===== src/rtl/mem_stage.sv =====
// Memory-access stage of the 5-stage MIPS pipeline.
// Waits for the data-SRAM response, aligns/extends load data and forwards results to WB.
module mem_stage #(
    parameter int ES_BUS_WD = 75,
    parameter int MS_BUS_WD = 71
) (
    input  logic                 clk,
    input  logic                 reset,
    output logic                 ms_allowin,
    input  logic                 es_to_ms_valid,
    input  logic [ES_BUS_WD-1:0] es_to_ms_bus,
    input  logic                 ws_allowin,
    output logic                 ms_to_ws_valid,
    output logic [MS_BUS_WD-1:0] ms_to_ws_bus,
    input  logic                 data_sram_data_ok,
    input  logic [31:0]          data_sram_rdata,
    output logic [4:0]           MS_dest,
    output logic [31:0]          ms_to_ds_result,
    output logic                 ms_res_ready
);

    typedef enum logic [1:0] {
        IDLE = 2'd0,
        WAIT = 2'd1,
        HOLD = 2'd2
    } state_t;

    state_t      state_q, state_d;
    logic        ms_valid_q, ms_valid_d;
    logic [2:0]  ld_op_q, ld_op_d;
    logic        mem_we_q, mem_we_d;
    logic        gr_we_q, gr_we_d;
    logic [4:0]  dest_q, dest_d;
    logic [31:0] alu_result_q, alu_result_d;
    logic [31:0] pc_q, pc_d;
    logic [31:0] rdata_buf_q, rdata_buf_d;

    logic        ms_ready_go;
    logic [31:0] ld_data;
    logic [7:0]  ld_byte;
    logic [15:0] ld_half;
    logic [31:0] final_result;

    // The request-issued flag only steers the FSM, so it is not kept in the pipeline register.
    assign ms_ready_go = (state_q == IDLE) ||
                         (state_q == WAIT && data_sram_data_ok) ||
                         (state_q == HOLD);
    assign ms_allowin  = !ms_valid_q || (ms_ready_go && ws_allowin);

    always_comb begin
        ms_valid_d   = ms_valid_q;
        state_d      = state_q;
        ld_op_d      = ld_op_q;
        mem_we_d     = mem_we_q;
        gr_we_d      = gr_we_q;
        dest_d       = dest_q;
        alu_result_d = alu_result_q;
        pc_d         = pc_q;
        rdata_buf_d  = rdata_buf_q;
        if (ms_allowin) begin
            ms_valid_d = es_to_ms_valid;
            state_d    = IDLE;
            if (es_to_ms_valid) begin
                ld_op_d      = es_to_ms_bus[74:72];
                mem_we_d     = es_to_ms_bus[70];
                gr_we_d      = es_to_ms_bus[69];
                dest_d       = es_to_ms_bus[68:64];
                alu_result_d = es_to_ms_bus[63:32];
                pc_d         = es_to_ms_bus[31:0];
                state_d      = es_to_ms_bus[71] ? WAIT : IDLE;
            end
        end else if (state_q == WAIT && data_sram_data_ok) begin
            state_d     = HOLD;
            rdata_buf_d = data_sram_rdata;
        end
    end

    always_ff @(posedge clk) begin
        if (reset) begin
            ms_valid_q   <= 1'b0;
            state_q      <= IDLE;
            ld_op_q      <= 3'd0;
            mem_we_q     <= 1'b0;
            gr_we_q      <= 1'b0;
            dest_q       <= 5'd0;
            alu_result_q <= 32'd0;
            pc_q         <= 32'd0;
            rdata_buf_q  <= 32'd0;
        end else begin
            ms_valid_q   <= ms_valid_d;
            state_q      <= state_d;
            ld_op_q      <= ld_op_d;
            mem_we_q     <= mem_we_d;
            gr_we_q      <= gr_we_d;
            dest_q       <= dest_d;
            alu_result_q <= alu_result_d;
            pc_q         <= pc_d;
            rdata_buf_q  <= rdata_buf_d;
        end
    end

    assign ld_data = (state_q == HOLD) ? rdata_buf_q : data_sram_rdata;
    assign ld_half = alu_result_q[1] ? ld_data[31:16] : ld_data[15:0];

    always_comb begin
        ld_byte = ld_data[7:0];
        case (alu_result_q[1:0])
            2'd0: ld_byte = ld_data[7:0];
            2'd1: ld_byte = ld_data[15:8];
            2'd2: ld_byte = ld_data[23:16];
            2'd3: ld_byte = ld_data[31:24];
            default: ld_byte = ld_data[7:0];
        endcase
    end

    // Reserved load opcodes fall through to the plain ALU result.
    always_comb begin
        final_result = alu_result_q;
        case (ld_op_q)
            3'd1: final_result = {{24{ld_byte[7]}}, ld_byte};
            3'd2: final_result = {24'd0, ld_byte};
            3'd3: final_result = {{16{ld_half[15]}}, ld_half};
            3'd4: final_result = {16'd0, ld_half};
            3'd5: final_result = ld_data;
            default: final_result = alu_result_q;
        endcase
    end

    assign ms_to_ws_valid  = ms_valid_q && ms_ready_go;
    assign ms_to_ws_bus    = {mem_we_q, gr_we_q, dest_q, final_result, pc_q};
    assign MS_dest         = dest_q & {5{ms_valid_q}};
    assign ms_to_ds_result = final_result;
    assign ms_res_ready    = ms_valid_q && (ld_op_q == 3'd0 || ms_ready_go);

endmodule


===== config.mk =====
export PLATFORM = sky130hd
export DESIGN_NAME = mem_stage
export DESIGN_NICKNAME = d
export VERILOG_FILES = /design/src/rtl/mem_stage.sv
export SDC_FILE = /design/constraint.sdc
export NUM_CORES = 1
export LEC_CHECK = 0
export BUFFER_PORTS_ARGS = -buffer_cell sky130_fd_sc_hd__clkbuf_2
export CAP_MARGIN = 20
export CORE_UTILIZATION = 30
export DETAILED_ROUTE_END_ITERATION = 8
export PLACE_DENSITY = 0.63
export SLEW_MARGIN = 10
export SYNTH_ARGS = -nofsm -noshare
export SYNTH_HDL_FRONTEND = slang
export SYNTH_SLANG_ARGS = --single-unit

===== constraint.sdc =====
create_clock -name clk -period 3.55 [get_ports clk]
set_input_delay 0.5325 -clock clk [delete_from_list [all_inputs] [get_ports clk]]
set_output_delay 0.5325 -clock clk [all_outputs]
set_load 0.05 [all_outputs]

### Word-level counts from Yosys, hierarchy flattened

Index checks and enable logic that the tools add are counted.

* flip-flop bits (word level): 109
* bits of input ports: 112
* output and inout bits: 111
* logic and storage cells: 44

* equal/unequal tests: 10
* multiplexer cells: 8
* bitwise operators: 2
* reductions and logical operators: 15

Operators by type and width (number)
* 32-bit one-hot mux with 5 select lines: 1
* 32-bit 2-to-1 mux: 1
* 8-bit one-hot mux with 4 select lines: 1
* 16-bit 2-to-1 mux: 1
* 2-bit == test, second input constant: 3
* 3-bit by 2-bit == test with 1-bit output, second input constant: 2
* 3-bit == test, second input constant: 2
* 5-bit bitwise AND: 1
* 2-bit by 1-bit == test with 1-bit output, second input constant: 2
* 1-bit logical AND: 4
* 2-bit logical NOT: 2
* 1-bit logical OR: 4
* 2-bit 2-to-1 mux: 2
* 2-bit AND reduction: 2
* 3-bit by 1-bit == test with 1-bit output, second input constant: 1
* 3-bit logical NOT: 1
* 1-bit 2-to-1 mux: 2
* 2-bit nonzero test: 1
* 1-bit logical NOT: 1
* 1-bit inverter: 1

### Logic depth before layout (Yosys ltp)

Gate-level depths: netlist of the first run.

* word-level depth: 8
* gate-level depth with buffers: 8
* mapped depth without buffers: 5

### Worst setup path before layout of the first run

No wires, ideal clock.

* path type: register -> output
* start: reg ld_op_q[1]
* end: out ms_to_ws_bus[50]
* data arrival time: 2668 ps
* data required time: 3017 ps
* path slack: 349 ps
* stages on the path, launching flop included: 9
* buffers on the path: 3
* cell sequence: dfxtp_1 > buf_2 > nor3_1 > a21oi_1 > a311oi_2 > o31ai_4 > buf_6 > a31oi_1 > buf_4

* cells in the longest elaborated chain, start to end: 2
* elaborated cells on any way between the ends: 6
* those cells by class: 5 x eq/ne; 1 x mux

Ends and longest elaborated chain
* from (decl): line 30 `logic [2:0] ld_op_q, ld_op_d;`
* from (signal assigned): line 92 `ld_op_q <= ld_op_d;`
* 3-bit == test (tied with other cells): line 119 `case (ld_op_q)`
* 32-bit one-hot mux with 5 select lines (*): line 119
* to (decl): line 14 `output logic [MS_BUS_WD-1:0] ms_to_ws_bus,`

Every way passes the cells marked *; elsewhere a longest branch is shown, timed or not.

### Final worst setup path of the first run

* start: reg state_q[0]
* end: out ms_to_ws_bus[33]

* cells in the longest elaborated chain, start to end: 4
* elaborated cells on any way between the ends: 5
* those cells by class: 1 x eq/ne; 4 x mux

Ends and longest elaborated chain
* from (decl): line 28 `state_t state_q, state_d;`
* from (signal assigned): line 91 `state_q <= state_d;`
* 2-bit == test (*): line 102 `assign ld_data = (state_q == HOLD) ? rdata_buf_q : data_sram_rdata;`
* 32-bit 2-to-1 mux (*): line 102
* 8-bit one-hot mux with 4 select lines / 16-bit 2-to-1 mux (equally long branches): line 107, 103
* 32-bit one-hot mux with 5 select lines (*): line 119

Marked as above.

==> results.txt, run 1 <==
DP HPWL -> 12900 µm
Met2 Track Usage GR -> 29.0%
Final worst slack -> 0.213 ns
Final hold vios -> 0
Dpl ws -> 0.467 ns
Starting Density -> 31.0%
WP data arrival -> 2.80 ns
Cell breakdown of the critical path -> nand2b_4, buf_4, mux2i_1, o22ai_1, o211ai_1, nand3_1, clkbuf_2
Mean post-synth cell area -> 8.20 µm²
FP Rows -> 49
Synth Register Bits -> 109
Final setup vio count -> 0
Hold WS -> 0.409 ns
Peak supply drop -> 0.254 mV
Sequential share of the synthesized area -> 38.7%
Global route hottest layer -> met2
Root buffer cell -> clkbuf_16
Initial antenna violation count -> 0
CP max stage delay -> 0.53 ns
Die ar. -> 19400 µm²
First-pass GRT wire length -> 27000 µm
Syn Nets -> 800
Drt drc -> 12
Synth top area share -> 38.7%
# hold bufs at CTS -> 0
Share of cells above drive strength 1 -> 30.5%
Startpoint types -> flop
Count of cell types in the netlist -> 39
Gr ovfl total -> 0
Die Span Y -> 139 µm
Synth warn -> 0
Drt wl/cell -> 15.8 µm
Critical path peak fanout -> 20
Vias in the first global route -> 4911
TritonCTS clock tree -> built
CTS Sinks -> 109
Failing checks -> DRC
Hold path cells -> 3
Boundary Pins -> 223
Number of nets with antenna violations after routing -> 0
Final cycle utilization of the critical path -> 94.0%
DRT Pass-1 Iters -> 7
Cell count after synthesis -> 688
Clk pin slew, worst setup/hold paths -> 0.07 ns
CTS buffer count -> 9
RSZ-0062 raised after global routing -> false
Placeable Area -> 18200 µm²
Die width -> 139 µm
Peak Freq -> 0.300 GHz
Via-to-Cell Ratio -> 4.89
GRT met1 Usage -> 24.0%
Clk buf depth -> 2
Relative slew margins -> 46.0%
Pin slew with the least headroom to its limit -> 0.810 ns
Top cells by area, synth -> dfxtp_1 (39%), mux2i_1 (19%), nor2_1 (7.5%)
Vias post-DR -> 5318
Hold crit path type -> input pin to flop
Worst-skew pair later-pin latency -> 0.35 ns
Setup_tns -> 0 ns
Post-Syn Area -> 5640 µm²
PwrDens -> 504 nW/µm²
Clock Skews -> 0.00454 ns
Setup bufs post-CTS -> 0
Nets -> 965
GR Util met3 -> 2.90%
Lkg Pwr -> 3.32 nW
Gr usage total -> 17.9%
Gpl congestion -> 0.922
H-tree Lvls -> 3
Crit path required time -> 3.02 ns
Final Max Tran Viols -> 0
Run status -> finished with violations
Critical setup path kind -> flop to primary output
Drt total wl -> 17200 µm
CTS resizes -> 0
DR iter-0 viols -> 457
Largest net degree at the start of global routing -> 63
PortBufs -> 222
Final min period -> 3.34 ns
Max cap viols -> 0
Crit-path slowest cell -> mux2i_1
Synth area leader -> dfxtp_1
CP Capture Type -> primary output
Area delta synth->final -> 23.9%
FF-to-FF path depth -> 6
Antenna Cells -> 0
==> path summary, 6_finish.rpt <==
check | startpoint | endpoint | slack (ns)
worst min register to register | rdata_buf_q[0]$_SDFFE_PP0P_ | rdata_buf_q[0]$_SDFFE_PP0P_ | 0.46
worst min-delay path | data_sram_rdata[17] | rdata_buf_q[17]$_SDFFE_PP0P_ | 0.41
worst max register to register | state_q[1]$_SDFFE_PP0P_ | pc_q[9]$_SDFFE_PP0P_ | 1.52
worst max-delay path | state_q[0]$_SDFFE_PP0P_ | ms_to_ws_bus[33] | 0.21
==> layout make-up <==
| type | count | area, µm² |
|---|---|---|
| Clock buffer | 13 | 260 |
| Multi-Input combinational cell | 491 | 2990 |
| Tap cell | 229 | 287 |
| Clock inverter | 3 | 20.0 |
| Fill cell | 1899 | 11200 |
| Timing Repair Buffer | 238 | 1240 |
| Sequential cell | 109 | 2180 |
| Inverter | 4 | 15.0 |
==> kinds of logic (layout without fill, tap and decap cells) <==
logic type | Yosys count | after routing | share of synthesized area, %
and+or+nand+nor | 255 | 255 | 18.6
AOI/OAI and AO/OA | 128 | 128 | 14.6
muxes | 106 | 106 | 18.9
DFF | 109 | 109 | 38.7
adders and majority gates | 1 | 1 | 0.177
xor gates and xnor gates | 1 | 1 | 0.155
buffers and inverters | 88 | 258 | 8.96
==> cells in the mapped netlist <==
master / instances
a21boi_1: 1
a21o_1: 6
a21oi_1: 54
a221oi_1: 3
a22oi_1: 5
a2bb2oi_1: 1
a311oi_2: 1
a31oi_1: 18
a32oi_1: 5
and2_1: 6
buf_1: 1
buf_2: 11
buf_4: 39
buf_6: 2
clkbuf_1: 31
clkinv_1: 1
dfxtp_1: 109
inv_1: 3
maj3_1: 1
mux2_4: 1
mux2i_1: 105
nand2_1: 100
nand2b_1: 17
nand3_1: 4
nor2_1: 113
nor2b_1: 4
nor3_1: 9
nor3b_1: 1
o2111ai_2: 1
o211ai_1: 10
o21a_1: 1
o21ai_0: 4
o21bai_1: 1
o22ai_1: 14
o2bb2ai_2: 1
o31ai_4: 1
o32ai_1: 1
or3_1: 1
xnor2_1: 1
==> power breakdown <==
group          switching [mW]  total [mW]  internal, mW
combinational           0.928        1.23         0.300
sequential             0.0382        1.32          1.28
clock                   0.462       0.977         0.515
==> per-layer routing <==
layer / wire length, µm / up-vias
li1: - / 2662
met1: 7980 / 2431
met2: 8010 / 208
met3: 947 / 17
met4: 276 / 0
met5: 0 / -
==> worst max-delay path: cells and delay by family, from the launching register on <==
kind,cells,cell delay (ns)
AO/OA/AOI/OAI,2,0.39
buffers and inverters,2,0.64
flip-flops,1,0.41
multiplexers,1,0.53
AND/OR/NAND/NOR,2,0.47
==> cells in the final DEF (no fill, tap or decap), types with 2 or more instances in the layout <==
master and count:
a22oi_1 5, clkinvlp_4 2, nand3_1 4, nor2b_1 4, a21oi_1 53, a221oi_1 3, mux2i_1 104, a32oi_1 5
nand2_1 100, nand2b_1 16, clkbuf_1 2, clkbuf_16 9, dfxtp_1 109, buf_4 16, o211ai_1 10, o21ai_0 4
a21o_1 6, inv_1 3, nor3_1 8, o22ai_1 14, clkbuf_2 221, a31oi_1 18, nor2_1 113, and2_1 6
clkbuf_8 2
==> flip-flops by register name, summed over array words and instances, names as in the netlist <==
name          cells
pc_q             32
alu_result_q     32
state_q           2
rdata_buf_q      32
gr_we_q           1
ld_op_q           3
mem_we_q          1
ms_valid_q        1
dest_q            5
==> per-stage QoR <==
stage / cells / power [mW] / utilization, % / area [µm²]
final: 1087 / 3.52 / 38.4 / 6990
after global routing: 1087 / 3.69 / 38.4 / 6990
after CTS: 1086 / 3.57 / 38.3 / 6970
after detailed placement: 1070 / 2.58 / 36.7 / 6690
after global placement: 1070 / 2.57 / 36.7 / 6690
after floorplan: 688 / 2.36 / - / 5640
(Power assumes the default switching activity.)
==> run 2, diff against run 1 <==
- ABC_AREA: default -> 1
- PLACE_DENSITY: 0.63 -> 0.62
- REMOVE_ABC_BUFFERS: default -> 1
==> run 2 against run 1 <==
- the run now ends clean
- sequential share of layout area shrank 0.71 points
- worst setup slack gained 0.11 ns
- die area rose by 4.5%
- clock skew rose by 0.0048 ns
- worst hold slack about the same
- utilization is 0.78 points lower
- count of clock-buffer cells in the layout decreased by 3
- sequential power hardly changed
- global-route usage rose by 1.6 points
- fmax rose by 3.4%
- register-to-register slack lost 0.07 ns
- area after synthesis grew 4.5%
- critical path type unchanged
- critical endpoint is now ms_to_ds_result[23]
- largest cell class unchanged
==> results.txt, run 2 <==
CTS resizes -> 0
PwrDens -> 486 nW/µm²
RSZ-0062 raised after global routing -> false
Initial antenna violation count -> 3
Top_reg_cell synth -> dfxtp_1
TritonCTS clock tree -> built
Share of cells above drive strength 1 -> 25.4%
Number of synthesized flops with an enable pin -> 0
FILL cells -> 2125
DP Cell Count -> 1299
Vias post-DR -> 6236
CTS Sinks -> 109
DRT Pass-1 Iters -> 5
DR iter-0 viols -> 396
Via-to-Cell Ratio -> 4.73
Clk buf depth -> 2
Commonest cells after routing, fill and taps aside -> nand2_1 (249), clkbuf_2 (222), nand3_1 (119), dfxtp_1 (109), a21oi_1 (104)
Worst-skew pair later-pin latency -> 0.36 ns
Peak Freq -> 0.310 GHz
Final Max Tran Viols -> 0
Drt drc -> 0
Most frequent CP cell -> nand2_1
Hold WS -> 0.409 ns
Sequential share of the synthesized area -> 37.0%
DP HPWL -> 13700 µm
Synth top area share -> 37.0%
Relative slew margins -> 46.9%
Drt total wl -> 19600 µm
Setup_tns -> 0 ns
Final core utilization -> 37.6%
Most common cell in the netlist -> nand2_1
Top cells by area, synth -> dfxtp_1 (37%), nand2_1 (16%), nand3_1 (10%)
Pin slew with the least headroom to its limit -> 0.797 ns
Area delta synth->final -> 21.3%
Clock Skews -> 0.00933 ns
Die ar. -> 20200 µm²
Critical path peak fanout -> 24
Die Span Y -> 142 µm
Cell breakdown of the critical path -> buf_4, inv_2, nor2_2, nand2_1, nand2_1, o21ai_1, nand2_2, nand3b_4, nand3_1, clkbuf_2
Final min period -> 3.23 ns
Die width -> 142 µm
Synth area leader -> dfxtp_1
CP Capture Type -> primary output
First-pass GRT wire length -> 30400 µm
Largest net degree at the start of global routing -> 72
Post-synth top cells -> nand2_1 (249), nand3_1 (119), dfxtp_1 (109)
Placeable Area -> 19000 µm²
Commonest non-fill, non-tap cell in the layout -> nand2_1
Ys async rst share -> 0%
Synth Register Bits -> 109
Gr usage total -> 19.5%
Number of nets with antenna violations after routing -> 0
Crit-path slowest cell -> nor2_2
Boundary Pins -> 223
Root buffer cell -> clkbuf_16
H-tree Lvls -> 3
PortBufs -> 222
Post-place instance area -> 6840 µm²
Final hold vios -> 0
Final setup vio count -> 0
Lkg Pwr -> 3.58 nW
Nets -> 1163
Critical setup path kind -> flop to primary output
Buf+Inv Stages, Crit Path -> 3
Gpl congestion -> 0.841
Synth warn -> 0
FP Rows -> 50
CTS buffer count -> 9
Startpoint types -> flop
Starting Density -> 31.0%
Crit path required time -> 3.02 ns
Final cycle utilization of the critical path -> 90.9%
Post-route insts no fill -> 1318
Drt wl/cell -> 14.9 µm
Max cap viols -> 0
Setup bufs post-CTS -> 0
WP data arrival -> 2.70 ns
Dpl ws -> 0.667 ns
Top flop regs -> alu_result_q: 32 flops, pc_q: 32 flops, rdata_buf_q: 32 flops
CP max stage delay -> 0.42 ns
Total power -> 3.48 mW
CP top delay family -> simple AND/OR/NAND/NOR gates
Hold crit path type -> input pin to flop
Count of cell types in the netlist -> 28
Final instance area -> 7160 µm²
Gr ovfl total -> 0
Cell count after synthesis -> 902
Vias in the first global route -> 5663
Mean post-synth cell area -> 6.54 µm²
Peak supply drop -> 0.231 mV
Clk pin slew, worst setup/hold paths -> 0.08 ns
Post-Syn Area -> 5900 µm²
# hold bufs at CTS -> 0
Final worst slack -> 0.322 ns
Run status -> finished clean
[run 2: cell types whose count changed after synthesis, moves of 14 or more]
cell,before,now
nand3_1,4,119
o21ai_0,4,64
nand2_1,100,249
nand2b_1,17,0
a21oi_1,54,104
clkbuf_1,31,15
a31oi_1,18,0
nor2_1,113,60
o22ai_1,14,0
mux2i_1,105,0
nand3b_1,0,15
inv_1,3,54
[run 2: final cells by class]
cell class / count / area (µm²) / area share [%]
timing repair buffer: 234 / 1230 / 17.2
inverter: 60 / 225 / 3.15
sequential: 109 / 2180 / 30.5
multi-input combinational: 637 / 2900 / 40.6
clock buffer: 10 / 229 / 3.20
clock inverter: 6 / 51.3 / 0.717
tap: 260 / 325 / 4.55
antenna: 2 / 5.00 / 0.0699
[run 2: final timing paths]
path                                     from                      endpoint  slack (ns)  depth (start not counted)
setup / recovery      state_q[1]$_SDFFE_PP0P_           ms_to_ds_result[23]        0.32                         10
hold / removal            data_sram_rdata[22]  rdata_buf_q[22]$_SDFFE_PP0P_        0.41                          3
setup reg to reg      state_q[0]$_SDFFE_PP0P_         pc_q[14]$_SDFFE_PP0P_        1.45                          8
hold reg to reg   rdata_buf_q[9]$_SDFFE_PP0P_   rdata_buf_q[9]$_SDFFE_PP0P_        0.46                          2
[run 2: power by group]
part	leakage (nW)	total (mW)	switching, mW	internal (mW)
registers	0.892	1.31	0.0339	1.28
logic	2.55	1.16	0.893	0.263
clock network	0.134	1.01	0.518	0.490
[run 2: cells by family (layout without fill, tap and decap cells)]
kind of cell / count (synthesis) / count (layout) / synth area share, %
buffers and inverters: 156 / 310 / 13.8
and+or+nand+nor: 455 / 455 / 33.5
AOI/OAI and AO/OA: 182 / 182 / 15.7
other: 0 / 2 / 0
DFF: 109 / 109 / 37.0
[run 2: layer usage]
metal	wire length [µm]	part of all wire (%)	GRT usage, %
met5	12	0.061	0
met3	1490	7.6	4.98
met2	8960	46	30.6
met1	8760	45	25.6
met4	424	2.2	7.47
[run 2: worst reg2reg max path: stages (launching register included)]
cell and delay (ns):
dfxtp_1 0.36, inv_2 0.22, a21oi_2 0.09, nand2_1 0.10, nand2_2 0.08, inv_2 0.10
buf_4 0.60, nand3_1 0.29, a21oi_1 0.19
==> run 3, diff against run 2 <==
- CORE_UTILIZATION: 30 -> 45
- PLACE_DENSITY: 0.62 -> 0.83
==> run 3 against run 2 <==
- non-clock buffer count is 1 lower
- via count is 4.8% higher
- highest routed layer is now met4
- count of clock-buffer cells in the layout is 1 lower
- flip-flop and latch count stayed put
- register-to-register slack worse by 0.26 ns
- largest power group unchanged
==> results.txt, run 3 (synthesized netlist as in run 2, its figures left out) <==
Most frequent CP cell -> nand2_1
CTS Sinks -> 109
FP Rows -> 41
Buf+Inv Stages, Crit Path -> 4
TritonCTS clock tree -> built
Share of cells above drive strength 1 -> 25.5%
Setup bufs post-CTS -> 0
Crit-path slowest cell -> dfxtp_2
First-pass GRT wire length -> 28600 µm
Largest net degree at the start of global routing -> 80
Commonest cells after routing, fill and taps aside -> nand2_1 (249), clkbuf_2 (222), nand3_1 (119), dfxtp_1 (108), a21oi_1 (104)
Starting Density -> 46.4%
Drt total wl -> 18600 µm
Initial antenna violation count -> 0
CTS buffer count -> 9
Max cap viols -> 0
Peak Freq -> 0.318 GHz
Worst-skew pair later-pin latency -> 0.36 ns
Hold crit path type -> input pin to flop
Final Max Tran Viols -> 0
Final core utilization -> 55.1%
PwrDens -> 491 nW/µm²
Gpl congestion -> 0.859
Vias post-DR -> 6538
PortBufs -> 222
Final setup vio count -> 0
Crit Reg-Reg Startpoint -> state_q[1]$_SDFFE_PP0P_
Placeable Area -> 12700 µm²
CP Capture Type -> primary output
Root buffer cell -> clkbuf_16
Gr usage total -> 27.5%
CP top delay family -> buffers and inverters
Top flop regs -> alu_result_q: 32 flops, pc_q: 32 flops, rdata_buf_q: 32 flops
Gr ovfl total -> 0
H-tree Lvls -> 3
Drt drc -> 0
Crit path required time -> 3.02 ns
# hold bufs at CTS -> 0
Lkg Pwr -> 3.57 nW
Post-place instance area -> 6710 µm²
Clk buf depth -> 2
Critical path peak fanout -> 24
Pin slew with the least headroom to its limit -> 0.874 ns
Final instance area -> 7010 µm²
Total power -> 3.44 mW
Worst reg-to-reg setup slack -> 1.19 ns
Antenna Cells -> 0
Die Span Y -> 117 µm
Peak supply drop -> 0.318 mV
DR iter-0 viols -> 543
Area delta synth->final -> 18.8%
Startpoint types -> flop
Boundary Pins -> 223
Clk pin slew, worst setup/hold paths -> 0.08 ns
CP max stage delay -> 0.50 ns
Number of nets with antenna violations after routing -> 0
Commonest non-fill, non-tap cell in the layout -> nand2_1
WP data arrival -> 2.61 ns
Cell breakdown of the critical path -> inv_2, nor2_2, buf_4, nand2_1, nand2_1, nand2_1, o21ai_2, nand2_2, o21ai_0, inv_1, nand3_1, clkbuf_2
Drt wl/cell -> 15.2 µm
Vias in the first global route -> 5907
Final hold vios -> 0
DRT Pass-1 Iters -> 5
Die ar. -> 13600 µm²
Via-to-Cell Ratio -> 5.33
Clock Skews -> 0.0107 ns
Nets -> 1162
Final cycle utilization of the critical path -> 88.5%
RSZ-0062 raised after global routing -> false
CP startpoint -> state_q[1]$_SDFFE_PP0P_
DP HPWL -> 12500 µm
Hold path start -> data_sram_rdata[22]
Die width -> 117 µm
Final min period -> 3.14 ns
Critical setup path kind -> flop to primary output
Run status -> finished clean
Relative slew margins -> 41.8%
-- run 3: cell types whose count changed in the layout (fill, tap and decap cells not counted), sizes merged --
cell and delta:
buf -1, clkbuf -1, clkinv +3, clkinvlp -1, diode -2, inv -1
-- run 3: through the flow --
stage          setup TNS, ns  hold slack, ns  worst slack (ns)  instances
6_report                   0           0.414             0.407       1227
5_1_grt                    0           0.419             0.213       1227
4_1_cts                    0           0.409             0.263       1226
3_5_place_dp               0           0.450             0.650       1210
3_3_place_gp               0           0.441             0.739       1210
2_1_floorplan          -3.59           0.432            -0.452        806
-- run 3: layout make-up --
type / count / area, µm²
clock buffer: 9 / 225
tap: 172 / 215
multi-input combinational: 637 / 2900
clock inverter: 7 / 56.3
sequential: 109 / 2180
inverter: 60 / 225
timing repair buffer: 233 / 1200
fill: 1305 / 5710
-- run 3: worst min-delay path, stage by stage --
cell      delay [ns]
clkbuf_2        0.08
inv_1           0.06
a21oi_1         0.06
-- run 3: layer usage --
layer	GRT usage (%)	vias up	wire length [µm]
met1	35.3	2986	7860
li1	-	3190	-
met4	13.4	0	518
met5	0	-	0
met2	43.7	326	8660
met3	5.92	36	1560
-- run 3: what timing repair did --
action                                  4_1_cts  5_1_grt
endpoints found under the hold margin         0        0
endpoints found under the setup margin        0        1
gates resized for setup                       0        1
-- run 3: report_power, final --
group          internal, mW  total [mW]  switching, mW  leakage [nW]
sequential             1.28        1.31         0.0333         0.892
clock                 0.487       0.981          0.494         0.142
combinational         0.261        1.15          0.889          2.54
-- run 3: path summary, 6_finish.rpt --
| path | endpoint | cells after the start |
|---|---|---|
| max reg2reg | ld_op_q[0]$_SDFFE_PP0P_ | 8 |
| min | rdata_buf_q[22]$_SDFFE_PP0P_ | 3 |
| min reg2reg | rdata_buf_q[17]$_SDFFE_PP0P_ | 2 |
| max | ms_to_ws_bus[63] | 12 |
